File: src/rtl/sqrt_ram_sequencer_pkg.sv
// rtl/sqrt_ram_sequencer_pkg.sv - shared constants for the RAM square-root sequencer
//
// Purpose : default widths, the 3-bit FSM state encoding and the zero-extend
//           width used when a root is written back into a RAM word.
// Ports   : none (package).

package sqrt_ram_sequencer_pkg;

  localparam int SEQ_ADDR_W = 4;
  localparam int SEQ_DATA_W = 8;
  localparam int SEQ_ROOT_W = SEQ_DATA_W / 2;

  // Number of zero bits placed above a root to fill a RAM word.
  localparam int SEQ_ZEXT_W = SEQ_DATA_W - SEQ_ROOT_W;

  localparam logic [2:0] ST_IDLE    = 3'd0;
  localparam logic [2:0] ST_RD_ADDR = 3'd1;
  localparam logic [2:0] ST_RD_WAIT = 3'd2;
  localparam logic [2:0] ST_START   = 3'd3;
  localparam logic [2:0] ST_WAIT    = 3'd4;
  localparam logic [2:0] ST_WRITE   = 3'd5;
  localparam logic [2:0] ST_NEXT    = 3'd6;
  localparam logic [2:0] ST_FIN     = 3'd7;

  function automatic int zext_w(input int data_w, input int root_w);
    return data_w - root_w;
  endfunction

endpackage

File: src/rtl/sqrt_seq_addr_gen.sv
// rtl/sqrt_seq_addr_gen.sv - address window walker for the RAM square-root sequencer
//
// Purpose : holds the captured window end, the current RAM address (wrapping
//           modulo 2**ADDR_W), the last-word compare and the completed-word count.
// Ports   :
//   i_clk        clock, rising edge
//   i_resetn     asynchronous active-low reset
//   i_load       accepted batch start: capture window, restart count
//   i_first      first address of the window
//   i_last       last address of the window (inclusive)
//   i_advance    one word finished: bump count, step address unless last
//   o_addr       current RAM address
//   o_is_last    current address equals the captured last address
//   o_word_cnt   words completed in the current/last batch

module sqrt_seq_addr_gen #(
  parameter int ADDR_W = 4
) (
  input  logic              i_clk,
  input  logic              i_resetn,
  input  logic              i_load,
  input  logic [ADDR_W-1:0] i_first,
  input  logic [ADDR_W-1:0] i_last,
  input  logic              i_advance,
  output logic [ADDR_W-1:0] o_addr,
  output logic              o_is_last,
  output logic [ADDR_W:0]   o_word_cnt
);

  localparam logic [ADDR_W-1:0] ONE_A = {{(ADDR_W-1){1'b0}}, 1'b1};
  localparam logic [ADDR_W:0]   ONE_C = {{ADDR_W{1'b0}}, 1'b1};

  logic [ADDR_W-1:0] r_addr;
  logic [ADDR_W-1:0] r_last;
  logic [ADDR_W:0]   r_cnt;
  logic              w_is_last;

  // The window is inclusive and may wrap, so termination is an equality
  // test against the captured end rather than a magnitude compare.
  assign w_is_last = (r_addr == r_last);

  always_ff @(posedge i_clk or negedge i_resetn) begin
    if (!i_resetn) begin
      r_addr <= '0;
      r_last <= '0;
      r_cnt  <= '0;
    end else if (i_load) begin
      r_addr <= i_first;
      r_last <= i_last;
      r_cnt  <= '0;
    end else if (i_advance) begin
      r_cnt <= r_cnt + ONE_C;
      if (!w_is_last) begin
        r_addr <= r_addr + ONE_A;
      end
    end
  end

  assign o_addr     = r_addr;
  assign o_is_last  = w_is_last;
  assign o_word_cnt = r_cnt;

endmodule

File: src/rtl/sqrt_ram_sequencer.sv
// rtl/sqrt_ram_sequencer.sv - batch sequencer feeding a RAM window through a sqrt engine
//
// Purpose : on Go, walks RAM addresses FirstAddr..LastAddr (inclusive, wrapping),
//           reads each word, runs it through the shared square-root engine and
//           writes the zero-extended root back in place.
// Optional: define SQRT_SEQ_CHECK_EN to add a root range checker (ChkErr/ChkAddr).
// Ports   :
//   CLK, ResetN          clock (rising) / asynchronous active-low reset
//   Go                   batch start, sampled only while idle
//   FirstAddr, LastAddr  window bounds, captured on an accepted Go
//   Addr, WData, WE      RAM address, write data, write enable
//   RData                RAM read data, valid the cycle after Addr
//   EngStart, EngN       engine start pulse and radicand (held while computing)
//   EngDone, EngRoot     engine result valid / result
//   Busy, Done           batch in progress / one-cycle end-of-batch pulse
//   WordCnt              words completed in current/last batch
//   ChkErr, ChkAddr      (SQRT_SEQ_CHECK_EN) sticky bad-root flag and its address

module sqrt_ram_sequencer
  import sqrt_ram_sequencer_pkg::*;
#(
  parameter int ADDR_W = SEQ_ADDR_W,
  parameter int DATA_W = SEQ_DATA_W,
  parameter int ROOT_W = SEQ_ROOT_W
) (
  input  logic              CLK,
  input  logic              ResetN,
  input  logic              Go,
  input  logic [ADDR_W-1:0] FirstAddr,
  input  logic [ADDR_W-1:0] LastAddr,
  output logic [ADDR_W-1:0] Addr,
  output logic [DATA_W-1:0] WData,
  output logic              WE,
  input  logic [DATA_W-1:0] RData,
  output logic              EngStart,
  output logic [DATA_W-1:0] EngN,
  input  logic              EngDone,
  input  logic [ROOT_W-1:0] EngRoot,
  output logic              Busy,
  output logic              Done,
`ifdef SQRT_SEQ_CHECK_EN
  output logic              ChkErr,
  output logic [ADDR_W-1:0] ChkAddr,
`endif
  output logic [ADDR_W:0]   WordCnt
);

  localparam int ZEXT_W = zext_w(DATA_W, ROOT_W);

  logic [2:0]        r_state;
  logic              r_busy;
  logic [DATA_W-1:0] r_engn;
  logic [DATA_W-1:0] r_wdata;

  logic              w_load;
  logic              w_advance;
  logic              w_is_last;
  logic [ADDR_W-1:0] w_addr;
  logic [ADDR_W:0]   w_word_cnt;

  assign w_load    = (r_state == ST_IDLE) && Go;
  assign w_advance = (r_state == ST_NEXT);

  sqrt_seq_addr_gen #(
    .ADDR_W (ADDR_W)
  ) u_addr_gen (
    .i_clk      (CLK),
    .i_resetn   (ResetN),
    .i_load     (w_load),
    .i_first    (FirstAddr),
    .i_last     (LastAddr),
    .i_advance  (w_advance),
    .o_addr     (w_addr),
    .o_is_last  (w_is_last),
    .o_word_cnt (w_word_cnt)
  );

  always_ff @(posedge CLK or negedge ResetN) begin
    if (!ResetN) begin
      r_state <= ST_IDLE;
      r_busy  <= 1'b0;
      r_engn  <= '0;
      r_wdata <= '0;
    end else begin
      case (r_state)
        ST_IDLE: begin
          if (Go) begin
            r_busy  <= 1'b1;
            r_state <= ST_RD_ADDR;
          end
        end
        ST_RD_ADDR: r_state <= ST_RD_WAIT;
        ST_RD_WAIT: begin
          // Registered RAM read lands now; EngN is then frozen until the
          // next word's RD_WAIT, which covers the whole engine computation.
          r_engn  <= RData;
          r_state <= ST_START;
        end
        ST_START: r_state <= ST_WAIT;
        ST_WAIT: begin
          if (EngDone) begin
            r_wdata <= {{ZEXT_W{1'b0}}, EngRoot};
            r_state <= ST_WRITE;
          end
        end
        ST_WRITE: r_state <= ST_NEXT;
        ST_NEXT:  r_state <= w_is_last ? ST_FIN : ST_RD_ADDR;
        ST_FIN: begin
          r_busy  <= 1'b0;
          r_state <= ST_IDLE;
        end
        default: r_state <= ST_IDLE;
      endcase
    end
  end

  // Strobes decode straight from the state register so an asynchronous
  // reset drops WE immediately, with no clock needed to abort a write.
  assign WE       = (r_state == ST_WRITE);
  assign EngStart = (r_state == ST_START);
  assign Done     = (r_state == ST_FIN);
  assign Busy     = r_busy;
  assign EngN     = r_engn;
  assign WData    = r_wdata;
  assign Addr     = w_addr;
  assign WordCnt  = w_word_cnt;

`ifdef SQRT_SEQ_CHECK_EN
  localparam int CHK_W = DATA_W + 2;
  localparam logic [CHK_W-1:0] ONE_X = {{(CHK_W-1){1'b0}}, 1'b1};

  logic              r_chk_err;
  logic [ADDR_W-1:0] r_chk_addr;
  logic [CHK_W-1:0]  w_root_x;
  logic [CHK_W-1:0]  w_root_p1;
  logic [CHK_W-1:0]  w_n_x;
  logic [CHK_W-1:0]  w_lo;
  logic [CHK_W-1:0]  w_hi;
  logic              w_viol;

  // Two spare bits keep (root+1)^2 from overflowing for the largest root.
  assign w_root_x  = {{(CHK_W-ROOT_W){1'b0}}, r_wdata[ROOT_W-1:0]};
  assign w_root_p1 = w_root_x + ONE_X;
  assign w_n_x     = {2'b00, r_engn};
  assign w_lo      = w_root_x * w_root_x;
  assign w_hi      = w_root_p1 * w_root_p1;
  assign w_viol    = (w_n_x < w_lo) || (w_n_x >= w_hi);

  always_ff @(posedge CLK or negedge ResetN) begin
    if (!ResetN) begin
      r_chk_err  <= 1'b0;
      r_chk_addr <= '0;
    end else if (w_load) begin
      r_chk_err <= 1'b0;
    end else if ((r_state == ST_WRITE) && w_viol && !r_chk_err) begin
      // Only the first bad word of a batch is recorded.
      r_chk_err  <= 1'b1;
      r_chk_addr <= w_addr;
    end
  end

  assign ChkErr  = r_chk_err;
  assign ChkAddr = r_chk_addr;
`endif

endmodule

File: config.mk
export PLATFORM = sky130hd
export DESIGN_NAME = sqrt_ram_sequencer
export DESIGN_NICKNAME = d
export VERILOG_FILES = /design/src/rtl/sqrt_ram_sequencer_pkg.sv /design/src/rtl/sqrt_seq_addr_gen.sv /design/src/rtl/sqrt_ram_sequencer.sv
export SDC_FILE = /design/constraint.sdc
export NUM_CORES = 1
export LEC_CHECK = 0
export BUFFER_PORTS_ARGS = -buffer_cell sky130_fd_sc_hd__buf_2
export CAP_MARGIN = 20
export CORE_MARGIN = 4
export CORE_UTILIZATION = 45
export CTS_BUF_LIST = sky130_fd_sc_hd__clkbuf_2 sky130_fd_sc_hd__clkbuf_4 sky130_fd_sc_hd__clkbuf_8
export DETAILED_ROUTE_END_ITERATION = 10
export PLACE_DENSITY_LB_ADDON = 0.2
export REMOVE_ABC_BUFFERS = 1
export SLEW_MARGIN = 10
export SYNTH_ARGS = -nofsm -noshare
export SYNTH_HDL_FRONTEND = slang
export SYNTH_SLANG_ARGS = --single-unit
File: constraint.sdc
create_clock -name CLK -period 2 [get_ports CLK]
set_input_delay 0.1 -clock CLK [delete_from_list [all_inputs] [get_ports CLK]]
set_output_delay 0.1 -clock CLK [all_outputs]
set_load 0.02 [all_outputs]
==> results_tabular.tex, run 1 <==
\begin{tabular}{lr}
\hline
Metric & Value \\
\hline
\multicolumn{2}{l}{\textbf{Detailed routing}} \\
\quad Detailed-route DRC error count & 0 \\
\quad Average wire per cell in the routed design & 13.2 um \\
\quad Post-DRT Antenna Nets & 0 \\
\quad DR WL met3 & 258 um \\
\quad DRT Wirelength & 3.01 mm \\
\quad Highest metal layer with signal wires & met4 \\
\quad DR vias & 1124 \\
\quad Ratio of routed vias to standard cells & 4.93 \\
\quad Met2 wirelength from detailed routing & 1.47 mm \\
\quad Met1 wire length & 1.22 mm \\
\quad Number of DRC markers after the initial detailed-route iteration & 74 \\
\quad First-pass detailed-route iteration total & 4 \\
\multicolumn{2}{l}{\textbf{STA}} \\
\quad Final Cycle Share & 80.1\% \\
\quad Final worst path period need & 1.60 ns \\
\quad Setup ws final & 0.398 ns \\
\quad Layout Skew & 0.0107 ns \\
\quad Final hold violation count & 0 \\
\quad Setup total negative slack & 0 ns \\
\quad Worst Tran Pin Value & 0.634 ns \\
\quad Maximum frequency from static timing analysis & 624 MHz \\
\quad Max Slew Vio Count & 0 \\
\quad Slew headroom & 57.7\% \\
\quad RSZ-0062 raised after global routing & false \\
\quad Number of endpoints failing setup at the final stage & 0 \\
\multicolumn{2}{l}{\textbf{CTS}} \\
\quad Maximum buffer depth of the clock tree & 2 \\
\quad CTS tree & done \\
\quad Clk pin slew, worst setup/hold paths & $\sim$0.080 ns \\
\quad Clock Sink Count & 29 \\
\quad Clock Latency Late Sink & $\sim$0.33 ns \\
\quad Total CTS buffers & 5 \\
\quad Root buffer cell & sky130\_fd\_sc\_hd\_\_clkbuf\_4 \\
\quad Number of H-tree levels & 2 \\
\quad Post-CTS setup buffers & 0 \\
\multicolumn{2}{l}{\textbf{Global route}} \\
\quad Largest net degree at the start of global routing & 30 \\
\quad Overflow left after global routing & 0 \\
\quad Antenna violations before repair & 0 \\
\quad Global-route usage over all layers & 17.4\% \\
\quad Number of global-route vias before repair & $\sim$1200 \\
\quad Global-route wire length before repair & 5.35 mm \\
\multicolumn{2}{l}{\textbf{Synth}} \\
\quad Count of mapped cells out of synthesis & 128 \\
\quad Yosys warning total & 0 \\
\quad Fraction of synthesized cell area taken by the top area cell type & 54.1\% \\
\quad Post-synthesis instance area & 1340 um\^{}2 \\
\quad Cell types occupying the most area after synthesis & sky130\_fd\_sc\_hd\_\_dfrtp\_1, sky130\_fd\_sc\_hd\_\_mux2\_1, sky130\_fd\_sc\_hd\_\_nand2\_1 \\
\quad Mean cell area of the mapped netlist & 10.5 um\^{}2 \\
\quad Post-synthesis sequential element count & 29 \\
\quad Largest area contributor in the synthesized netlist & sky130\_fd\_sc\_hd\_\_dfrtp\_1 \\
\quad Sequential share of the synthesized area & 54.1\% \\
\quad Number of distinct library cell variants in the gate-level netlist after synthesis & 29 \\
\multicolumn{2}{l}{\textbf{Layout}} \\
\quad Final standard cell count with taps included and fillers excluded & 228 \\
\quad Final antenna diode count & 0 \\
\quad Most common library cell in the layout ignoring fill and taps & sky130\_fd\_sc\_hd\_\_buf\_2 \\
\quad Area overhead of the layout relative to synthesis & 36.1\% \\
\quad Final \#Nets & 222 \\
\quad Most frequent cells in the layout & sky130\_fd\_sc\_hd\_\_buf\_2, sky130\_fd\_sc\_hd\_\_dfrtp\_1, sky130\_fd\_sc\_hd\_\_nand2\_1, sky130\_fd\_sc\_hd\_\_dlygate4sd3\_1, sky130\_fd\_sc\_hd\_\_nor2\_1 \\
\quad Proportion of layout cells with a drive suffix above 1 & 31.5\% \\
\multicolumn{2}{l}{\textbf{Setup path}} \\
\quad Classification of the worst setup path & reg -> reg \\
\quad Arrival @ worst endpoint & around 1.9 ns \\
\quad Data required, critical path & around 2.3 ns \\
\quad Worst-path maximum fanout & 7 \\
\quad Critical Path Sink Type & flop \\
\quad Startpoint class of the critical path & flop \\
\multicolumn{2}{l}{\textbf{Floorplan}} \\
\quad Number of placement rows & 19 \\
\quad Placeable core region & about 2800 um\^{}2 \\
\quad Width of the chip & approximately 63 um \\
\quad Effective utilization at floorplan & 47.9\% \\
\quad Number of ports placed on the die boundary & 53 \\
\quad Die outline area & between 3000 and 4000 um\^{}2 \\
\quad Vert. Die Dim & 62.6 um \\
\multicolumn{2}{l}{\textbf{Power and ir drop}} \\
\quad Max IR drop VDD & 0.834 mV \\
\quad Pleak & about 0.9 nW \\
\quad Cell Pwr Density & between 1000 and 1500 nW/um\^{}2 \\
\multicolumn{2}{l}{\textbf{Place}} \\
\quad Final HPWL from detailed placement & 2.06 mm \\
\quad DP Cell Count & 202 \\
\quad Setup slack after placement & 0.419 ns \\
\quad Final weighted congestion of routability-driven global placement & between 0.8 and 0.9 \\
\quad Number of input and output port buffers inserted & 48 \\
\multicolumn{2}{l}{\textbf{Run}} \\
\quad Max-cap violations & 0 \\
\multicolumn{2}{l}{\textbf{Outcome}} \\
\quad Status & finished, final reports clean \\
\multicolumn{2}{l}{\textbf{Worst hold path}} \\
\quad Worst min-delay path category & in -> reg \\
\hline
\end{tabular}
[stage by stage]
stage / area (um^2) / hold WS (ns) / utilization [%] / total power, mW
finish: 1830 / 0.0293 / 65.1 / 2.71
global route: 1830 / 0.000821 / 65.1 / 2.93
CTS: 1830 / 0.0137 / 65.1 / 2.73
detailed placement: 1590 / 0.164 / 56.7 / 2.34
floorplan: 1290 / -0.196 / - / 1.91
global placement: 1590 / 0.159 / 56.7 / 2.30
[path summary, 6_finish.rpt]
check                      cells after the start  slack [ns]            startpoint                       end
min in group asynchronous                      2        0.32                ResetN  u_addr_gen.o_word_cnt[3]
setup reg to reg                               4        0.40  u_addr_gen.o_addr[0]      u_addr_gen.o_addr[3]
max in group asynchronous                      2        1.26                ResetN      u_addr_gen.r_last[1]
setup / recovery                               4        0.40  u_addr_gen.o_addr[0]      u_addr_gen.o_addr[3]
hold reg to reg                                1        0.49               EngN[3]                   EngN[3]
hold / removal                                 3        0.03          FirstAddr[1]      u_addr_gen.o_addr[1]
[area by class of cell]
class                           count  area [um^2]
Clock buffer                        6         45.0
Fill cell                         212          978
Multi-Input combinational cell     89          561
Clock inverter                      2         10.0
Sequential cell                    29          726
Tap cell                           31         38.8
Inverter                            3         11.3
Timing Repair Buffer               68          435
[per-layer routing]
metal,GRT usage (%),up-vias
met1,19.3,515
met3,7.55,5
met4,7.71,0
met2,28.9,45
met5,0,-
li1,-,559
[critical path, stage by stage (launching register included)]
cell and delay [ns]:
sky130_fd_sc_hd__dfrtp_1 0.45, sky130_fd_sc_hd__xnor2_1 0.19, sky130_fd_sc_hd__and4_4 0.21, sky130_fd_sc_hd__or4_1 0.49, sky130_fd_sc_hd__a31oi_1 0.18
[cell usage after synthesis]
library cell,instances
sky130_fd_sc_hd__a41oi_1,1
sky130_fd_sc_hd__nand4_1,2
sky130_fd_sc_hd__buf_4,4
sky130_fd_sc_hd__and3b_1,1
sky130_fd_sc_hd__and4_4,1
sky130_fd_sc_hd__mux2_1,12
sky130_fd_sc_hd__nand3_1,2
sky130_fd_sc_hd__a31oi_1,2
sky130_fd_sc_hd__nand3b_1,1
sky130_fd_sc_hd__nand2b_1,1
sky130_fd_sc_hd__o21ai_1,5
sky130_fd_sc_hd__a21oi_1,7
sky130_fd_sc_hd__buf_6,1
sky130_fd_sc_hd__conb_1,1
sky130_fd_sc_hd__nor4b_1,1
sky130_fd_sc_hd__ha_1,2
sky130_fd_sc_hd__or4_1,1
sky130_fd_sc_hd__clkbuf_1,3
sky130_fd_sc_hd__xor2_1,3
sky130_fd_sc_hd__nand2_1,21
sky130_fd_sc_hd__inv_1,1
sky130_fd_sc_hd__dfrtp_1,29
sky130_fd_sc_hd__inv_2,2
sky130_fd_sc_hd__buf_2,2
sky130_fd_sc_hd__nor2_1,13
sky130_fd_sc_hd__nor3_1,1
sky130_fd_sc_hd__or3_1,1
sky130_fd_sc_hd__xnor2_1,6
sky130_fd_sc_hd__o31ai_1,1
[timing repair]
action                    CTS  global route
gates resized for setup     0             0
hold buffers               18             0
hold endpoints to repair   46             0
[state kept, by name, summed over array words and instances (netlist names)]
| name | cells |
|---|---|
| EngN | 8 |
| WData | 4 |
| r_state | 3 |
| u_addr_gen.o_addr | 4 |
| Busy | 1 |
| u_addr_gen.o_word_cnt | 5 |
| u_addr_gen.r_last | 4 |
[report_power, final]
part / leakage (nW) / switching [mW] / internal (mW)
combinational: 0.524 / 0.741 / 0.518
sequential: 0.352 / 0.245 / 0.856
clock: 0.0354 / 0.198 / 0.147
total: 0.911 / 1.18 / 1.52
[cells by family after synthesis]
kind of cell | Yosys count | share of synthesized area, %
and+or+nand+nor | 46 | 15.8
DFF | 29 | 54.1
AOI/OAI and AO/OA | 16 | 6.62
buffers and inverters | 13 | 5.50
muxes | 12 | 10.1
xor gates and xnor gates | 9 | 5.87
adders and majority gates | 2 | 1.86
other | 1 | 0.279
(Power assumes the default switching activity.)
==> inputs of run 2 (changes only) <==
clock period = 1.4 ns   (was 2 ns; I/O delays follow)
==> run 2 against run 1 <==
Compared with the run above:
- the flow now finishes with violations (setup timing)
- critical path type unchanged
- sequential share of layout area down 5.7 points
- via count up 12%
- combinational power up 110%
- global-route usage up 0.94 points
- critical endpoint unchanged
- first-iteration DRC count up 9.5%
- critical path depth unchanged
- final cell count up 9.2%
- setup slack worse by 0.54 ns
- non-clock buffer count up 21
- hold slack worse by 0.014 ns
- total power up 83%
==> results_tabular.tex, run 2 (same netlist as run 1, synthesis figures left out) <==
\begin{tabular}{lr}
\hline
Metric & Value \\
\hline
\multicolumn{2}{l}{\textbf{CTS}} \\
\quad Clock Sink Count & 29 \\
\quad Total CTS buffers & 5 \\
\quad CTS tree & done \\
\quad Number of H-tree levels & 2 \\
\quad Clk pin slew, worst setup/hold paths & 0.09 ns \\
\quad Clock Latency Late Sink & roughly 0.33 ns \\
\quad Maximum buffer depth of the clock tree & 2 \\
\quad Root buffer cell & sky130\_fd\_sc\_hd\_\_clkbuf\_4 \\
\multicolumn{2}{l}{\textbf{Power and ir drop}} \\
\quad Register share of total power & roughly a third \\
\quad Fraction of power spent switching nets & between 30\% and 40\% \\
\quad Internal power & around 3.0 mW \\
\quad Power share of the clock group & 14.7\% \\
\quad Pleak & 1.06 nW \\
\quad Cell Pwr Density & $\sim$2300 nW/um\^{}2 \\
\quad Max IR drop VDD & 1.64 mV \\
\quad Switching power & 1.97 mW \\
\quad Fraction of power consumed by combinational cells & 53.8\% \\
\multicolumn{2}{l}{\textbf{Detailed routing}} \\
\quad Detailed-route DRC error count & 0 \\
\quad Ratio of routed vias to standard cells & 5.05 \\
\quad Number of DRC markers after the initial detailed-route iteration & 81 \\
\quad Post-DRT Antenna Nets & 0 \\
\quad DR vias & 1258 \\
\quad First-pass detailed-route iteration total & 4 \\
\quad Average wire per cell in the routed design & $\sim$14 um \\
\quad DRT Wirelength & 3.41 mm \\
\multicolumn{2}{l}{\textbf{Global route}} \\
\quad Largest net degree at the start of global routing & 30 \\
\quad Antenna violations before repair & 0 \\
\quad Global-route wire length before repair & 5.60 mm \\
\quad Global-route usage over all layers & 18.4\% \\
\quad Number of global-route vias before repair & 1268 \\
\quad Overflow left after global routing & 0 \\
\multicolumn{2}{l}{\textbf{Worst hold path}} \\
\quad Origin of the worst min-delay path & FirstAddr[2] \\
\quad Worst min-delay path category & in -> reg \\
\multicolumn{2}{l}{\textbf{Setup path}} \\
\quad Worst-path maximum fanout & 2 \\
\quad Critical Path Sink Type & flop \\
\quad Arrival @ worst endpoint & 1.79 ns \\
\quad Cells traversed along the worst timing path & xnor2\_2, and4\_4, or4\_1, a31oi\_1 \\
\quad Source of the worst register-to-register timing path & u\_addr\_gen.o\_addr[2] \\
\quad Slowest library cell on the worst path & sky130\_fd\_sc\_hd\_\_or4\_1 \\
\quad Largest stage delay on the critical path & 0.50 ns \\
\quad Classification of the worst setup path & reg -> reg \\
\quad Critical path launch point & u\_addr\_gen.o\_addr[2] \\
\quad Startpoint class of the critical path & flop \\
\quad Data required, critical path & 1.65 ns \\
\multicolumn{2}{l}{\textbf{Floorplan}} \\
\quad Effective utilization at floorplan & 47.9\% \\
\quad Die outline area & 3920 um\^{}2 \\
\quad Number of ports placed on the die boundary & 53 \\
\quad Vert. Die Dim & 62.6 um \\
\quad Placeable core region & 2810 um\^{}2 \\
\quad Number of placement rows & 19 \\
\quad Width of the chip & 62.6 um \\
\multicolumn{2}{l}{\textbf{Run}} \\
\quad Max-cap violations & 0 \\
\multicolumn{2}{l}{\textbf{STA}} \\
\quad Final worst path period need & around 1.5 ns \\
\quad Final hold violation count & 0 \\
\quad Layout Skew & 0.00606 ns \\
\quad Max Slew Vio Count & 0 \\
\quad Maximum frequency from static timing analysis & 650 MHz \\
\quad Final Cycle Share & 110\% \\
\quad RSZ-0062 raised after global routing & true \\
\quad Slew headroom & 56.8\% \\
\quad Worst Tran Pin Value & 0.648 ns \\
\quad Setup total negative slack & -0.216 ns \\
\quad Number of endpoints failing setup at the final stage & 2 \\
\quad Setup ws final & -0.139 ns \\
\multicolumn{2}{l}{\textbf{Layout}} \\
\quad Flip-flop count of the largest register after layout & 8 \\
\quad Fillers & 192 \\
\quad Most common library cell in the layout ignoring fill and taps & sky130\_fd\_sc\_hd\_\_buf\_2 \\
\quad Post-route cell area & around 2100 um\^{}2 \\
\quad Final antenna diode count & 0 \\
\quad Final \#Nets & 243 \\
\quad Proportion of layout cells with a drive suffix above 1 & roughly 45\% \\
\quad Area overhead of the layout relative to synthesis & 59.5\% \\
\quad Most frequent cells in the layout & sky130\_fd\_sc\_hd\_\_buf\_2, sky130\_fd\_sc\_hd\_\_dfrtp\_1, sky130\_fd\_sc\_hd\_\_nand2\_1, sky130\_fd\_sc\_hd\_\_dlygate4sd3\_1, sky130\_fd\_sc\_hd\_\_buf\_4 \\
\multicolumn{2}{l}{\textbf{Place}} \\
\quad Area of placed instances & approximately 1700 um\^{}2 \\
\quad Final HPWL from detailed placement & 2.22 mm \\
\quad Number of input and output port buffers inserted & between 40 and 50 \\
\quad Final weighted congestion of routability-driven global placement & 0.820 \\
\multicolumn{2}{l}{\textbf{Outcome}} \\
\quad Violated checks & setup timing \\
\quad Status & complete, but fails checks \\
\hline
\end{tabular}
-- run 2: cell count changes in the layout (fill, tap and decap cells not counted), sizes merged --
cell,before,now
bufinv,0,1
dlygate4sd3,18,20
buf,50,69
clkinv,2,0
clkbuf,6,7
-- run 2: final timing paths --
kind	to	slack, ns	cells past startpoint
setup reg to reg	u_addr_gen.o_addr[3]	-0.14	4
hold / removal	u_addr_gen.o_addr[2]	0.02	3
max in group asynchronous	r_state[0]	0.64	2
min in group asynchronous	EngN[0]	0.31	2
setup / recovery	u_addr_gen.o_addr[3]	-0.14	4
hold reg to reg	EngN[7]	0.48	1
-- run 2: per-layer routing --
metal | vias up | GRT usage (%) | wire length, um
li1 | 602 | - | -
met1 | 603 | 19.4 | 1340
met2 | 45 | 32.0 | 1750
met3 | 8 | 5.76 | 239
met4 | 0 | 10.7 | 73
met5 | - | 0 | 0
-- run 2: per-stage QoR --
step	instances	util, %	hold slack, ns	power [mW]	setup WS [ns]
finish	249	76.3	0.0156	4.96	-0.139
global route	249	76.3	0.0316	5.29	-0.167
CTS	245	71.1	0.00805	4.47	-0.125
detailed placement	217	60.7	0.136	3.67	-0.0994
global placement	217	60.7	0.126	3.59	-0.0362
floorplan	121	-	-0.226	2.72	-0.439
-- run 2: repair_timing --
action | CTS | global route
hold endpoints to repair | 48 | 0
gates resized for setup | 1 | 27
hold buffers | 20 | 0
endpoints found under the setup margin | 4 | 27
setup buffers | 0 | 4
pin swaps | 0 | 8
-- run 2: power by group through the flow --
stage / logic [mW] / clock network (mW) / registers (mW)
5_1_grt: 2.87 / 0.802 / 1.61
2_1_floorplan: 0.842 / 0 / 1.88
6_report: 2.67 / 0.730 / 1.56
4_1_cts: 2.20 / 0.756 / 1.52
3_3_place_gp: 2.10 / 0 / 1.49
3_5_place_dp: 2.14 / 0 / 1.53
-- run 2: area by class of cell --
| type | instances | area (um^2) | area share (%) |
|---|---|---|---|
| clock buffer | 7 | 58.8 | 2.75 |
| sequential | 29 | 729 | 34.1 |
| clock inverter | 1 | 30.0 | 1.40 |
| multi-input combinational | 89 | 648 | 30.3 |
| timing repair buffer | 89 | 624 | 29.2 |
| inverter | 3 | 11.3 | 0.526 |
| tap | 31 | 38.8 | 1.81 |
-- run 2: critical path: cells and delay by family (launching register included) --
kind                      cells  cell delay, ns
AOI/OAI and AO/OA             1            0.19
and+or+nand+nor               2            0.70
DFF                           1            0.42
xor gates and xnor gates      1            0.16
